===== src/rtl/line_buffer_3row.sv =====
// ============================================================================
// Module   : line_buffer_3row
// Purpose  : Four-bank ring row buffer feeding 3-pixel vertical columns
//            (3 read rows plus 1 fill row) to a sliding-window consumer.
// Revision : 1.0 - initial release
// ============================================================================
`default_nettype none

module line_buffer_3row #(
    parameter int BIT_DEPTH = 8,
    parameter int IMG_WIDTH = 28
) (
    input  logic                 clk,
    input  logic                 rst,
    input  logic                 clear,
    input  logic [BIT_DEPTH-1:0] pix_in,
    input  logic                 pix_valid,
    output logic                 pix_ready,
    input  logic                 shift_buffer,
    output logic                 window_ready,
    output logic [BIT_DEPTH-1:0] out_l1,
    output logic [BIT_DEPTH-1:0] out_l2,
    output logic [BIT_DEPTH-1:0] out_l3,
    output logic                 out_valid,
    output logic                 row_done
);

    localparam int              C_CW       = (IMG_WIDTH > 1) ? $clog2(IMG_WIDTH) : 1;
    localparam logic [C_CW-1:0] C_LAST_COL = C_CW'(IMG_WIDTH - 1);

    logic [BIT_DEPTH-1:0] r_mem [4][IMG_WIDTH];

    logic [1:0]           r_wr_bank;
    logic [C_CW-1:0]      r_wr_col;
    logic [1:0]           r_top_bank;
    logic [C_CW-1:0]      r_rd_col;
    logic [2:0]           r_full_rows;
    logic [BIT_DEPTH-1:0] r_out_l1;
    logic [BIT_DEPTH-1:0] r_out_l2;
    logic [BIT_DEPTH-1:0] r_out_l3;
    logic                 r_out_valid;
    logic                 r_row_done;

    logic       w_flush;
    logic       w_wr;
    logic       w_sh;
    logic       w_wr_row_end;
    logic       w_sh_row_end;
    logic [1:0] w_mid_bank;
    logic [1:0] w_bot_bank;

    assign w_flush      = rst | clear;
    assign pix_ready    = (r_full_rows != 3'd4);
    assign window_ready = (r_full_rows >= 3'd3);
    assign w_wr         = pix_valid & pix_ready;
    assign w_sh         = shift_buffer & window_ready;
    assign w_wr_row_end = w_wr & (r_wr_col == C_LAST_COL);
    assign w_sh_row_end = w_sh & (r_rd_col == C_LAST_COL);
    assign w_mid_bank   = r_top_bank + 2'd1;
    assign w_bot_bank   = r_top_bank + 2'd2;

    // Bank contents survive reset; only the pointers define what is valid.
    always_ff @(posedge clk) begin
        if (w_wr && !w_flush) begin
            r_mem[r_wr_bank][r_wr_col] <= pix_in;
        end
    end

    always_ff @(posedge clk) begin
        if (w_flush) begin
            r_wr_bank   <= 2'd0;
            r_wr_col    <= '0;
            r_top_bank  <= 2'd0;
            r_rd_col    <= '0;
            r_full_rows <= 3'd0;
            r_out_l1    <= '0;
            r_out_l2    <= '0;
            r_out_l3    <= '0;
            r_out_valid <= 1'b0;
            r_row_done  <= 1'b0;
        end else begin
            r_out_valid <= w_sh;
            r_row_done  <= w_sh_row_end;

            if (w_wr) begin
                if (w_wr_row_end) begin
                    r_wr_col  <= '0;
                    r_wr_bank <= r_wr_bank + 2'd1;
                end else begin
                    r_wr_col  <= r_wr_col + C_CW'(1);
                end
            end

            // The fill bank is never one of the three read banks, so a
            // same-cycle write cannot alias into a column being read.
            if (w_sh) begin
                r_out_l1 <= r_mem[r_top_bank][r_rd_col];
                r_out_l2 <= r_mem[w_mid_bank][r_rd_col];
                r_out_l3 <= r_mem[w_bot_bank][r_rd_col];
                if (w_sh_row_end) begin
                    r_rd_col   <= '0;
                    r_top_bank <= w_mid_bank;
                end else begin
                    r_rd_col   <= r_rd_col + C_CW'(1);
                end
            end

            case ({w_wr_row_end, w_sh_row_end})
                2'b10:   r_full_rows <= r_full_rows + 3'd1;
                2'b01:   r_full_rows <= r_full_rows - 3'd1;
                default: r_full_rows <= r_full_rows;
            endcase
        end
    end

    assign out_l1    = r_out_l1;
    assign out_l2    = r_out_l2;
    assign out_l3    = r_out_l3;
    assign out_valid = r_out_valid;
    assign row_done  = r_row_done;

endmodule

`default_nettype wire

===== config.mk =====
export PLATFORM = sky130hd
export DESIGN_NAME = line_buffer_3row
export DESIGN_NICKNAME = d
export VERILOG_FILES = /design/src/rtl/line_buffer_3row.sv
export SDC_FILE = /design/constraint.sdc
export NUM_CORES = 2
export LEC_CHECK = 0
export BUFFER_PORTS_ARGS = -buffer_cell sky130_fd_sc_hd__buf_2
export CAP_MARGIN = 20
export CORE_MARGIN = 5
export CORE_UTILIZATION = 58
export DETAILED_ROUTE_END_ITERATION = 10
export PLACE_DENSITY = 0.74
export SLEW_MARGIN = 20
export SYNTH_ARGS = -nofsm -noshare
export SYNTH_HDL_FRONTEND = slang
export SYNTH_SLANG_ARGS = --single-unit

===== constraint.sdc =====
create_clock -name clk -period 2.98 [get_ports clk]
set_clock_uncertainty 0.1 [all_clocks]
set_input_delay 0.298 -clock clk [delete_from_list [all_inputs] [get_ports clk]]
set_output_delay 0.298 -clock clk [all_outputs]
set_load 0.01 [all_outputs]

Word-level counts from Yosys, hierarchy flattened
Memories as Yosys holds them, arrays and structs flattened. A register that Yosys moved wholly into a read port is not among the register bits.
Cells that the tools add are included.
{ "totals": {"reg_bits": 43, "latch_bits": 0, "ram_bits": 896, "mem_bits_ro": 0, "inputBits": 13, "out_inout_bits": 28, "wordCells": 58, "memories": 1} }
{ "memory_table": {"columns": ["memory", "words", "word_bits", "rd", "rd_ports_with_merged_regs", "wr", "line", "source"], "rows": [
  ["r_mem", 4, 224, 3, 1, 1, "31", "logic [BIT_DEPTH-1:0] r_mem [4][IMG_WIDTH];"]
]} }
{ "op_classes": {"n_addsub": 7, "mul": 0, "div_mod_pow": 0, "n_lt_le_gt_ge": 4, "eq_ne": 5, "shift": 0, "n_mux": 18, "bitwise_logic": 7, "n_reduce_logical": 6} }
{ "ops": {"columns": ["op", "count"], "rows": [
  ["$mux 224", 1],
  ["$bmux 8 s5", 3],
  ["$mux 8", 7],
  ["$demux 8 s5", 1],
  ["$ge 6x6->1 const B", 2],
  ["$not 5->6", 2],
  ["$add 5x1->5 const B", 2],
  ["$eq 5x5->1 const B", 2],
  ["$mux 5", 2],
  ["$lt 6x1->1 const B", 1],
  ["$pmux 3 s2", 1],
  ["$add 2x1->2 const B", 2],
  ["$and 1x1->1", 4],
  ["$mux 2", 2],
  ["$reduce_and 2->1", 2],
  ["$add 3x1->3 const B", 1],
  ["$ge 3x2->1 const B", 1],
  ["$ne 3x3->1 const B", 1],
  ["$sub 3x1->3 const B", 1],
  ["$add 2x2->2 const B", 1],
  ["$eq 2x1->1 const B", 1],
  ["$eq 2x2->1 const B", 1],
  ["$logic_and 1x1->1", 2],
  ["$reduce_bool 2->1", 1],
  ["3 further kinds", 3]
]} }

Longest topological paths before layout
{ "depth": {"word_depth": 6, "depth_mapped": 12, "depth_no_buf": 9} }

Least setup slack after synthesis
No wires, ideal clock.
{ "synth_timing": {"path_kind": "reg-to-reg", "startpoint": "reg r_rd_col[2]", "endpoint": "reg r_full_rows[2]", "setup_ns": 0.070, "t_arrival_ns": 2.316, "t_required_ns": 2.810, "setup_slack_ns": 0.495, "path_stages_with_launch": 11, "n_path_buf": 1, "period_less_slack_ns": 2.485, "path_cell_list": "dfxtp_1 -> clkbuf_1 -> nand2b_1 -> nor2_1 -> nand3_1 -> inv_1 -> ha_1 -> fa_1 -> xnor2_1 -> or3_1 -> a21oi_1"} }
{ "synth_between": {"elab_chain_cells": 4, "word_cells_on_any_way": 6, "cone_classes": "eq/ne: 3; mux: 1; bitwise: 1; reduce/logical: 1"} }
{ "synth_lines": {"columns": ["item", "line", "source"], "rows": [
  ["start, declared", "36", "logic [C_CW-1:0] r_rd_col;"],
  ["start signal, assigned", "104", "r_rd_col <= r_rd_col + C_CW'(1);"],
  ["$eq 5x5->1 *", "58", "assign w_sh_row_end = w_sh & (r_rd_col == C_LAST_COL);"],
  ["$and 1x1->1 *", "58", null],
  ["named net w_sh_row_end", "48", "logic w_sh_row_end;"],
  ["$eq 2x1->1 / $eq 2x2->1 (equally long branches)", "108", "case ({w_wr_row_end, w_sh_row_end})"],
  ["$pmux 3 s2 / $reduce_bool 2->1 (equally long branches)", null, null],
  ["end signal, assigned", "109", "2'b10: r_full_rows <= r_full_rows + 3'd1;"],
  ["end signal, assigned", "110", "2'b01: r_full_rows <= r_full_rows - 3'd1;"],
  ["end signal, assigned", "111", "default: r_full_rows <= r_full_rows;"],
  ["end, declared", "37", "logic [2:0] r_full_rows;"]
]} }
The timed path passes the listed nets; every way through them passes the cells marked *.
A chain may end at the register's enable or synchronous reset.

Final worst setup path
{ "layout_timing": {"startpoint": "reg r_top_bank[1]", "endpoint": "reg r_out_l3[4] (netlist: out_l3[4])"} }
{ "layout_between": {"elab_chain_cells": 5} }
{ "layout_lines": {"columns": ["item", "line", "source"], "rows": [
  ["start, declared", "35", "logic [1:0] r_top_bank;"],
  ["start signal, assigned", "102", "r_top_bank <= w_mid_bank;"],
  ["$add 2x2->2", "60", "assign w_bot_bank = r_top_bank + 2'd2;"],
  ["$mem_v2 4x224", null, null],
  ["$bmux 8 s5", "99", "r_out_l3 <= r_mem[w_bot_bank][r_rd_col];"],
  ["$mux 8 (implied by the code) (2 in a row)", "99", null],
  ["end signal, assigned", "99", null],
  ["end, declared", "40", "logic [BIT_DEPTH-1:0] r_out_l3;"]
]} }
No other way between the ends. The select of a mux whose other input is x is not followed.

==> flow_metrics.py <==
metrics = {
    "placement": {
        "gp_congestion": 1.01,
        "dp_slack_ns": -0.289,
        "dp_hpwl_um": 121000,
        "numPortBuffers": 40,
    },
    "logic_synthesis": {
        "syn-num-nets": 2905,
        "yosysSeqAreaShare_pct": 53.7,
        "synth_area_sq_um": 51800,
        "synthTopCellsByCount": "edfxtp_1, mux4_2, mux2i_1, nand2_1, and2_1",
        "ys_ff_latch": 941,
        "yosysTopAreaCell": "edfxtp_1",
        "yosysWarnings": 0,
        "yosys.cell_count.top_type": "edfxtp_1",
        "ys.flop_type": "edfxtp_1",
        "synth_top_area_share_pct": 51.9,
        "async_flop_share_pct": 0,
        "synthTopCellsByArea": "edfxtp_1, mux4_2, mux2i_1, dfxtp_1, mux4_1",
        "yosysUniqueCellTypes": 76,
        "syn_inst": 2881,
        "synth_area_per_cell_sq_um": 18.0,
        "synth_edf_count": 896,
    },
    "clock_tree": {
        "insertion_delay_ns": 0.68,
        "clockBufferDepth": 3,
        "cts.clk_slew.worst_paths_ns": 0.07,
        "cts.sinks": 941,
        "cts_root_buf": "clkbuf_16",
        "cts_tree": "done",
        "cts_max_level": 3,
        "cts_inserted_buffers": 101,
    },
    "worst_hold_path": {
        "hp-class": "input pin to flip-flop",
        "min_from": "pix_in[0]",
        "worstHoldEndpoint": "r_mem[3][104]$_DFFE_PP_",
        "min_path_cells": 1,
    },
    "sta": {
        "finalSetupViolCount": 3,
        "final_max_slew_viol_count": 0,
        "finalCritPeriodShare_pct": 101,
        "slew_headroom_pct": 36.2,
        "rsz0062_at_grt": "yes",
        "fmaxAchievable_mhz": 332,
        "worst_pin_slew_ns": 0.954,
        "setup_ws_ns": -0.0354,
        "finalHoldViolations": 0,
        "period_minus_slack_ns": 3.02,
    },
    "power_and_ir_drop": {
        "peakVddDrop_v": 0.000465,
        "p_leak_nw": 18.3,
        "p_per_area_nw_per_um2": 465,
        "p_total_w": 0.0274,
    },
    "critical_path": {
        "r2r-end": "out_l3[4]$_SDFFE_PP0P_",
        "crit_type": "flip-flop to flip-flop",
        "critPathCaptureType": "flip-flop",
        "startpoint_type": "flip-flop",
        "rr_startpoint": "r_top_bank[1]$_SDFFE_PP0P_",
        "crit_fanout": 26,
        "reg2reg_depth": 8,
        "critPathRequiredTime_ns": 3.44,
        "rrSetupSlack_ns": -0.04,
        "cp_data_arrival_time_ns": 3.48,
    },
    "global_routing": {
        "grt_max_degree": 113,
        "grt_pass1_vias": 33600,
        "grt.overflow.total": 0,
        "grt_first_pass_wirelength_um": 250000,
        "antenna_found_initial": 10,
        "grt_usage_pct": 37.1,
    },
    "floorplan": {
        "die_area_sq_um": 95400,
        "die_h_um": 309,
        "die_w_um": 309,
        "row_count": 109,
        "ios": 41,
        "start_util_pct": 58.5,
        "fp.coreArea_sq_um": 88500,
    },
    "drt": {
        "viasPerCell": 7.88,
        "wl_um": 177000,
        "drt_iter0_markers": 6036,
        "firstDrtPassIters": 6,
        "ant_nets": 0,
        "drc": 0,
        "wl_per_cell_um": 40.6,
        "vias": 34400,
    },
    "layout": {
        "nets": 3136,
        "area_growth_pct": 13.7,
        "drive_above_1_share_pct": 39.9,
    },
    "run_status": {
        "violations": "setup timing",
        "status": "finished with violations",
    },
    "flow_run": {
        "maxCapViolations": 0,
    },
}
-- layout make-up --
cell class	count	area, sq um
inverter	14	62.6
antenna	6	15.0
clock buffer	122	2670
clock inverter	66	657
multi-input combinational	1664	22300
fill	5736	29600
tap	1165	1460
timing repair buffer	390	3890
sequential	941	27800
-- stage by stage --
step           instances  hold WS (ns)  area [sq um]  util (%)   TNS [ns]
6_report            4368        0.0460         58900      66.6    -0.0765
5_1_grt             4362        0.0217         58900      66.5    -0.0297
4_1_cts             4341        0.0127         58500      66.1  -0.000685
3_5_place_dp        4146         0.391         55000      62.1      -1.40
3_3_place_gp        4146         0.375         55000      62.1      -1.46
2_1_floorplan       2881         0.297         51800         -          0
-- routing by layer --
metal	routed length (um)	up-vias	global-route usage [%]
li1	-	13000	-
met1	61600	17700	50.6
met2	78200	3167	54.5
met3	26900	560	13.8
met4	10400	6	16.1
met5	50	-	0
-- layout by cell type (no fill, tap or decap), types with 17 or more instances in the layout --
cell type and n:
o21ai_0 36, a31oi_1 18, nand2_1 114, buf_4 269
dfxtp_1 37, o221ai_1 34, buf_12 64, nor2_1 74
nand3_1 29, and3_1 37, mux4_2 646, nor3_1 18
a221oi_1 31, buf_2 32, edfxtp_1 896, mux4_1 28
a22oi_1 46, a21oi_1 68, o22ai_1 26, and2_1 77
clkbuf_1 17, mux2i_1 179, clkbuf_16 105, mux2_2 21
-- power by group --
group          switching (W)  total [W]  internal (W)
Sequential        0.00000423     0.0145        0.0145
Clock                0.00536     0.0126       0.00728
Combinational       0.000253   0.000298     0.0000451
Total                0.00562     0.0274        0.0218
-- how the worst max path moves through the flow --
stage / from / endpoint / slack, ns
6_report: r_top_bank[1]$_SDFFE_PP0P_ / out_l3[4]$_SDFFE_PP0P_ / -0.04
2_1_floorplan: r_rd_col[2]$_SDFFE_PP0P_ / r_full_rows[2]$_SDFFE_PP0P_ / 0.49
4_1_cts: r_top_bank[1]$_SDFFE_PP0P_ / out_l3[4]$_SDFFE_PP0P_ / -0.0007
5_1_grt: flip-flop / out_l1[6]$_SDFFE_PP0P_ / -0.02
3_3_place_gp: r_rd_col[0]$_SDFFE_PP0P_ / out_l2[0]$_SDFFE_PP0P_ / -0.24
3_5_place_dp: r_rd_col[0]$_SDFFE_PP0P_ / out_l2[0]$_SDFFE_PP0P_ / -0.29
-- cell families after synthesis --
logic type               count (synthesis)  share of synthesized area [%]
AND/OR/NAND/NOR                        412                           3.98
XOR/XNOR                                 6                          0.101
AO/OA/AOI/OAI                          359                           4.94
multiplexers                           876                           33.5
adder cells (fa/ha/maj)                 11                          0.280
buffers and inverters                  276                           3.57
flip-flops                             941                           53.7
-- critical path, stage by stage, from the launching register on --
cell and delay [ns]:
dfxtp_4 0.46, buf_12 0.18, buf_6 0.33, buf_4 0.26, mux4_2 0.51, o21ai_0 0.46
o32ai_1 0.15, a21oi_1 0.31, o31ai_1 0.11
-- registers in the layout (all words and copies together), names as in the netlist, named ones only --
register and cells:
out_l2 8, r_full_rows 3, r_wr_col 5, out_valid 1, out_l3 8, r_rd_col 5, r_wr_bank 2, row_done 1
r_mem 896, out_l1 8, r_top_bank 2
-- repair_timing --
action                     4_1_cts  5_1_grt
hold buffers                     3        0
setup endpoints to repair       12      144
pin swaps                        1        1
hold endpoints to repair        26        0
buffers inserted                 3       19
cloned                           1        2
resized for setup               19       49
Power figures use the tool's default switching activity.
